<file path="config.mk">
export PLATFORM = sky130hd
export DESIGN_NAME = apb_slave_mem
export DESIGN_NICKNAME = d
export VERILOG_FILES = /design/src/rtl/apb_pkg.sv /design/src/rtl/apb_slave_regfile.sv /design/src/rtl/apb_slave_mem.sv
export SDC_FILE = /design/constraint.sdc
export NUM_CORES = 1
export LEC_CHECK = 0
export BUFFER_PORTS_ARGS = -buffer_cell sky130_fd_sc_hd__buf_4
export CORE_ASPECT_RATIO = 0.6
export CORE_MARGIN = 2
export CORE_UTILIZATION = 60
export CTS_BUF_LIST = sky130_fd_sc_hd__clkbuf_16
export CTS_CLUSTER_SIZE = 8
export DETAILED_ROUTE_END_ITERATION = 10
export GPL_TIMING_DRIVEN = 0
export PLACE_DENSITY_LB_ADDON = 0.08
export SLEW_MARGIN = 40
export SYNTH_ARGS = -nofsm -noshare
export SYNTH_HDL_FRONTEND = slang
export SYNTH_SLANG_ARGS = --single-unit
</file>
<file path="constraint.sdc">
create_clock -name i_pclk -period 7.5 [get_ports i_pclk]
set_clock_uncertainty 0.2 [all_clocks]
set_input_delay 1.125 -clock i_pclk [delete_from_list [all_inputs] [get_ports i_pclk]]
set_output_delay 1.125 -clock i_pclk [all_outputs]
set_load 0.005 [all_outputs]
</file>
<file path="src/rtl/apb_pkg.sv">
// apb_pkg: shared protocol state encoding and default geometry for the
// APB register-file slave and its testbench.
package apb_pkg;

    typedef enum logic [1:0] {
        IDLE   = 2'd0,
        SETUP  = 2'd1,
        ACCESS = 2'd2
    } apb_state_e;

    localparam int DEF_ADDR_WIDTH  = 8;
    localparam int DEF_DATA_WIDTH  = 32;
    localparam int DEF_DEPTH       = 16;
    localparam int DEF_WAIT_CYCLES = 0;

endpackage

</file>
<file path="src/rtl/apb_slave_regfile.sv">
// apb_slave_regfile: word storage with one synchronous write port, one
// combinational read port and an asynchronous active-low clear.
module apb_slave_regfile
    import apb_pkg::*;
#(
    parameter int DATA_WIDTH = DEF_DATA_WIDTH,
    parameter int DEPTH      = DEF_DEPTH,
    parameter int IDX_W      = 4
) (
    input  logic                  i_clk,
    input  logic                  i_rst_n,
    input  logic                  i_we,
    input  logic [IDX_W-1:0]      i_waddr,
    input  logic [DATA_WIDTH-1:0] i_wdata,
    input  logic [IDX_W-1:0]      i_raddr,
    output logic [DATA_WIDTH-1:0] o_rdata
);

    logic [DATA_WIDTH-1:0] r_mem [DEPTH];

    always_ff @(posedge i_clk or negedge i_rst_n) begin
        if (!i_rst_n) begin
            r_mem <= '{default: '0};
        end else if (i_we) begin
            r_mem[i_waddr] <= i_wdata;
        end
    end

    assign o_rdata = r_mem[i_raddr];

endmodule

</file>
<file path="src/rtl/apb_slave_mem.sv">
// apb_slave_mem: APB slave exposing DEPTH word registers with a fixed number
// of wait states and PSLVERR for out-of-range, unstable or malformed transfers.
module apb_slave_mem
    import apb_pkg::*;
#(
    parameter int ADDR_WIDTH  = DEF_ADDR_WIDTH,
    parameter int DATA_WIDTH  = DEF_DATA_WIDTH,
    parameter int DEPTH       = DEF_DEPTH,
    parameter int WAIT_CYCLES = DEF_WAIT_CYCLES
) (
    input  logic                  i_pclk,
    input  logic                  i_preset_n,
    input  logic                  i_psel,
    input  logic                  i_penable,
    input  logic                  i_pwrite,
    input  logic [ADDR_WIDTH-1:0] i_paddr,
    input  logic [DATA_WIDTH-1:0] i_pwdata,
    output logic [DATA_WIDTH-1:0] o_prdata,
    output logic                  o_pready,
    output logic                  o_pslverr
);

    localparam int                  IDX_W   = (DEPTH > 1) ? $clog2(DEPTH) : 1;
    localparam logic [ADDR_WIDTH:0] DEPTH_L = (ADDR_WIDTH + 1)'(DEPTH);
    localparam logic [3:0]          WAIT_L  = 4'(WAIT_CYCLES);

    apb_state_e            r_state;
    logic [ADDR_WIDTH-1:0] r_addr;
    logic                  r_write;
    logic [DATA_WIDTH-1:0] r_wdata;
    logic [3:0]            r_cnt;
    logic                  r_done;
    logic                  r_perr;
    logic                  r_wdataMismatch;

    logic                  w_setupCyc;
    logic                  w_accessCyc;
    logic                  w_pending;
    logic                  w_pready;
    logic                  w_err;
    logic                  w_wen;
    logic [DATA_WIDTH-1:0] w_rdata;

    // A transfer is outstanding right after its setup cycle, and in ACCESS
    // until PREADY has been given; a finished ACCESS behaves like IDLE.
    assign w_setupCyc  = i_psel & ~i_penable;
    assign w_accessCyc = i_psel & i_penable;
    assign w_pending   = (r_state == SETUP) | ((r_state == ACCESS) & ~r_done);
    assign w_pready    = w_pending & w_accessCyc & (r_cnt == 4'd0);

    // PWDATA stability is tracked through a register so no output depends
    // combinationally on PWDATA; the captured data is what gets written.
    assign w_err = ({1'b0, r_addr} >= DEPTH_L) | (i_paddr != r_addr)
                 | (i_pwrite != r_write) | r_wdataMismatch | r_perr;
    assign w_wen = w_pready & r_write & ~w_err;

    assign o_pready  = w_pready;
    assign o_pslverr = w_pready & w_err;
    assign o_prdata  = (w_pready & ~r_write & ~w_err) ? w_rdata : '0;

    always_ff @(posedge i_pclk or negedge i_preset_n) begin
        if (!i_preset_n) begin
            r_state         <= IDLE;
            r_addr          <= '0;
            r_write         <= 1'b0;
            r_wdata         <= '0;
            r_cnt           <= 4'd0;
            r_done          <= 1'b0;
            r_perr          <= 1'b0;
            r_wdataMismatch <= 1'b0;
        end else if (!w_pending) begin
            if (w_setupCyc) begin
                r_state         <= SETUP;
                r_addr          <= i_paddr;
                r_write         <= i_pwrite;
                r_wdata         <= i_pwdata;
                r_cnt           <= WAIT_L;
                r_done          <= 1'b0;
                r_wdataMismatch <= 1'b0;
            end else begin
                r_state <= IDLE;
                if (i_penable) begin
                    r_perr <= 1'b1;
                end
            end
        end else if (w_accessCyc) begin
            r_state <= ACCESS;
            r_done  <= w_pready;
            if (r_cnt != 4'd0) begin
                r_cnt <= r_cnt - 4'd1;
            end
            if (!w_pready && (i_pwdata != r_wdata)) begin
                r_wdataMismatch <= 1'b1;
            end
            if (w_pready) begin
                r_perr <= 1'b0;
            end
        end else begin
            // Deselecting during wait states is a clean abort; anything
            // else that breaks the setup/access sequence is flagged.
            r_state <= IDLE;
            if ((r_state == SETUP) || i_psel) begin
                r_perr <= 1'b1;
            end
        end
    end

    apb_slave_regfile #(
        .DATA_WIDTH(DATA_WIDTH),
        .DEPTH     (DEPTH),
        .IDX_W     (IDX_W)
    ) u_regfile (
        .i_clk  (i_pclk),
        .i_rst_n(i_preset_n),
        .i_we   (w_wen),
        .i_waddr(r_addr[IDX_W-1:0]),
        .i_wdata(r_wdata),
        .i_raddr(r_addr[IDX_W-1:0]),
        .o_rdata(w_rdata)
    );

endmodule
</file>
==> flow_metrics.tcl <==
set metrics [dict create \
    status "finished, final reports clean" \
    vias_per_cell 6.36 \
    timing.slew.headroom_pct 43.5 \
    die_w_um 274 \
    overflow 0 \
    rsz0062_at_grt "false" \
    core.rowCount 59 \
    wl_per_cell_um 27.6 \
    startpoint_type "input port" \
    dp_hpwl_um 45700 \
    cts_tree "yes" \
    cpPeakStageDelay_ns 0.49 \
    synthCells 1640 \
    leakagePower_uw 0.0142 \
    worstPathArrival_ns 3.92 \
    final_area_mm2 0.0299 \
    io_pins 79 \
    post-cts-setup-buffer-count 0 \
    hold_viol 0 \
    path_cells "buf_4 > nor4_1 > nand4_1 > nor2_1 > buf_2 > nand3b_1 > clkbuf_1 > a21oi_1 > buf_4" \
    ys_ff_latch 562 \
    cp.buffers_inverters 4 \
    worst_pin_slew_ns 0.848 \
    start_util_pct 60.5 \
    antenna_found_initial 1 \
    clk_pin_slew_ns 0.05 \
    groute.usage.overall_pct 30.4 \
    period_share_pct 69.9 \
    synth_area_mm2 0.0261 \
    setup_viol 0 \
    finalWirelength_um 66100 \
    syn-num-nets 1686 \
    drc_errors 0 \
    io_buffers 77 \
    clockBufferDepth 3 \
    cts_buffers 80 \
    crit_top_cell "buf_4" \
    clock_latency_ns 0.59 \
    htree_levels 3 \
    crit_fanout 10 \
    ys_warn_count 0 \
    fmax_mhz 191 \
    ys_seq_area_share_pct 53.8 \
    place_area_mm2 0.0277 \
    endpoint_kind "output port" \
    vias 15200 \
    grt_max_degree 77 \
    synth_edf_count 0 \
    core_mm2 0.0432 \
    ys_async_sr_fraction_pct 100 \
    place_congestion 0.858 \
    final_common_cell "dfrtp_1" \
    drive_above_1_share_pct 50.6 \
    drv_cap 0 \
    required_ns 6.17 \
    syn_to_final_growth_pct 14.2 \
    path_class "in -> out" \
    cts_resized 0 \
    drt-pass1-iter-count 5 \
    drt_iter0_drc 1190 \
    die_y_um 166 \
    final_cell_mix "dfrtp_1 (562), mux2_2 (445), mux4_2 (128)" \
    hp-class "in -> async" \
    layout.nets 1853 \
    root_buffer "clkbuf_16" \
    grt_pass1_vias 16000 \
    crit_family "simple AND/OR/NAND/NOR gates" \
    slew_violations 0 \
    grt_pass1_wl_um 102000 \
    tns_ns 0 \
    die-area_mm2 0.0453 \
    cts_hold_buf 0 \
    synthFlopType "dfrtp_1" \
    slowest_stage "clkbuf_1" \
    ys_types 46 \
    power_density_mw_per_mm2 241 \
    syn_area_per_cell_um2 15.9 \
    clock-sinks 562 \
    min_period_ns 5.24 \
    irDropWorstVdd_v 0.000194 \
    antenna_left 0 \
]
==> cell usage after synthesis (3+ instances only) <==
| library cell | instances | area [um2] |
|---|---|---|
| nand3_1 | 3 | 15.0 |
| buf_2 | 27 | 135 |
| inv_1 | 5 | 18.8 |
| mux2_1 | 28 | 315 |
| buf_6 | 5 | 56.3 |
| clkbuf_1 | 86 | 323 |
| nor4_1 | 10 | 62.6 |
| mux2_4 | 80 | 1200 |
| buf_12 | 16 | 320 |
| and4_1 | 13 | 114 |
| nand2_1 | 4 | 15.0 |
| a22oi_1 | 64 | 480 |
| mux2_2 | 445 | 5010 |
| nand4_1 | 4 | 25.0 |
| mux4_2 | 128 | 2880 |
| buf_4 | 24 | 180 |
| clkbuf_2 | 7 | 35.0 |
| dfrtp_1 | 562 | 14100 |
| buf_1 | 15 | 56.3 |
| nand4_4 | 3 | 63.8 |
| a21oi_1 | 34 | 170 |
| xor2_1 | 34 | 298 |
| xnor2_1 | 5 | 43.8 |
| nor2_1 | 10 | 37.5 |
==> area by class of cell <==
| class | instances | area (um2) |
|---|---|---|
| Inverter | 6 | 27.5 |
| Timing Repair Buffer | 85 | 798 |
| Clock inverter | 2 | 25.0 |
| Clock buffer | 86 | 2150 |
| Multi-Input combinational cell | 892 | 11000 |
| Fill cell | 2900 | 13300 |
| Sequential cell | 562 | 14100 |
| Antenna cell | 1 | 2.50 |
| Buffer | 180 | 1110 |
| Tap cell | 579 | 724 |
==> logic make-up (layout without fill, tap and decap cells) <==
family | after synthesis | in the layout | synth area share [%]
buffers and inverters | 186 | 359 | 4.34
adders and majority gates | 1 | 1 | 0.0478
AOI/OAI and AO/OA | 108 | 108 | 2.79
xor gates and xnor gates | 39 | 39 | 1.31
DFF | 562 | 562 | 53.8
muxes | 683 | 683 | 36.1
other | 0 | 1 | 0
and+or+nand+nor | 61 | 61 | 1.67
==> sequential cells by signal, indices dropped and copies added (netlist names) <==
name             flops
r_cnt                4
r_state              2
r_addr               8
r_wdataMismatch      1
r_done               1
r_perr               1
r_write              1
u_regfile.r_mem    512
r_wdata             32
==> routing by layer <==
| layer | global-route usage (%) | share of wire [%] |
|---|---|---|
| met3 | 6.99 | 6.7 |
| met1 | 49.2 | 49 |
| met2 | 41.5 | 42 |
| met4 | 7.32 | 1.9 |
| met5 | 0 | 0 |
==> power by group <==
| group | internal, uW | switching, uW |
|---|---|---|
| clock network | 1990 | 1240 |
| logic | 250 | 614 |
| registers | 3080 | 17.3 |
| total | 5330 | 1870 |
==> path summary, 6_finish.rpt <==
| path | from | endpoint | slack [ns] | cells after the start |
|---|---|---|---|---|
| min reg2reg | u_regfile.r_mem[273] | u_regfile.r_mem[273] | 0.29 | 1 |
| min | i_preset_n | u_regfile.r_mem[56] | 0.21 | 1 |
| max in group asynchronous | i_preset_n | u_regfile.r_mem[386] | 5.53 | 4 |
| max reg2reg | r_addr[0] | u_regfile.r_mem[80] | 4.53 | 8 |
| max | i_paddr[5] | o_prdata[19] | 2.26 | 9 |
| min in group i_pclk | u_regfile.r_mem[273] | u_regfile.r_mem[273] | 0.29 | 1 |
==> through the flow <==
stage	cells	utilization, %	hold slack (ns)	total power (uW)	worst slack [ns]
global placement	2296	63.6	0.267	3970	-0.824
floorplan	1640	-	0.253	3630	3.65
CTS	2392	69.1	0.207	7240	2.32
detailed placement	2304	64.1	0.275	4010	2.33
global route	2392	69.1	0.214	7460	2.16
finish	2393	69.1	0.209	7200	2.26
Power figures use the tool's default switching activity.
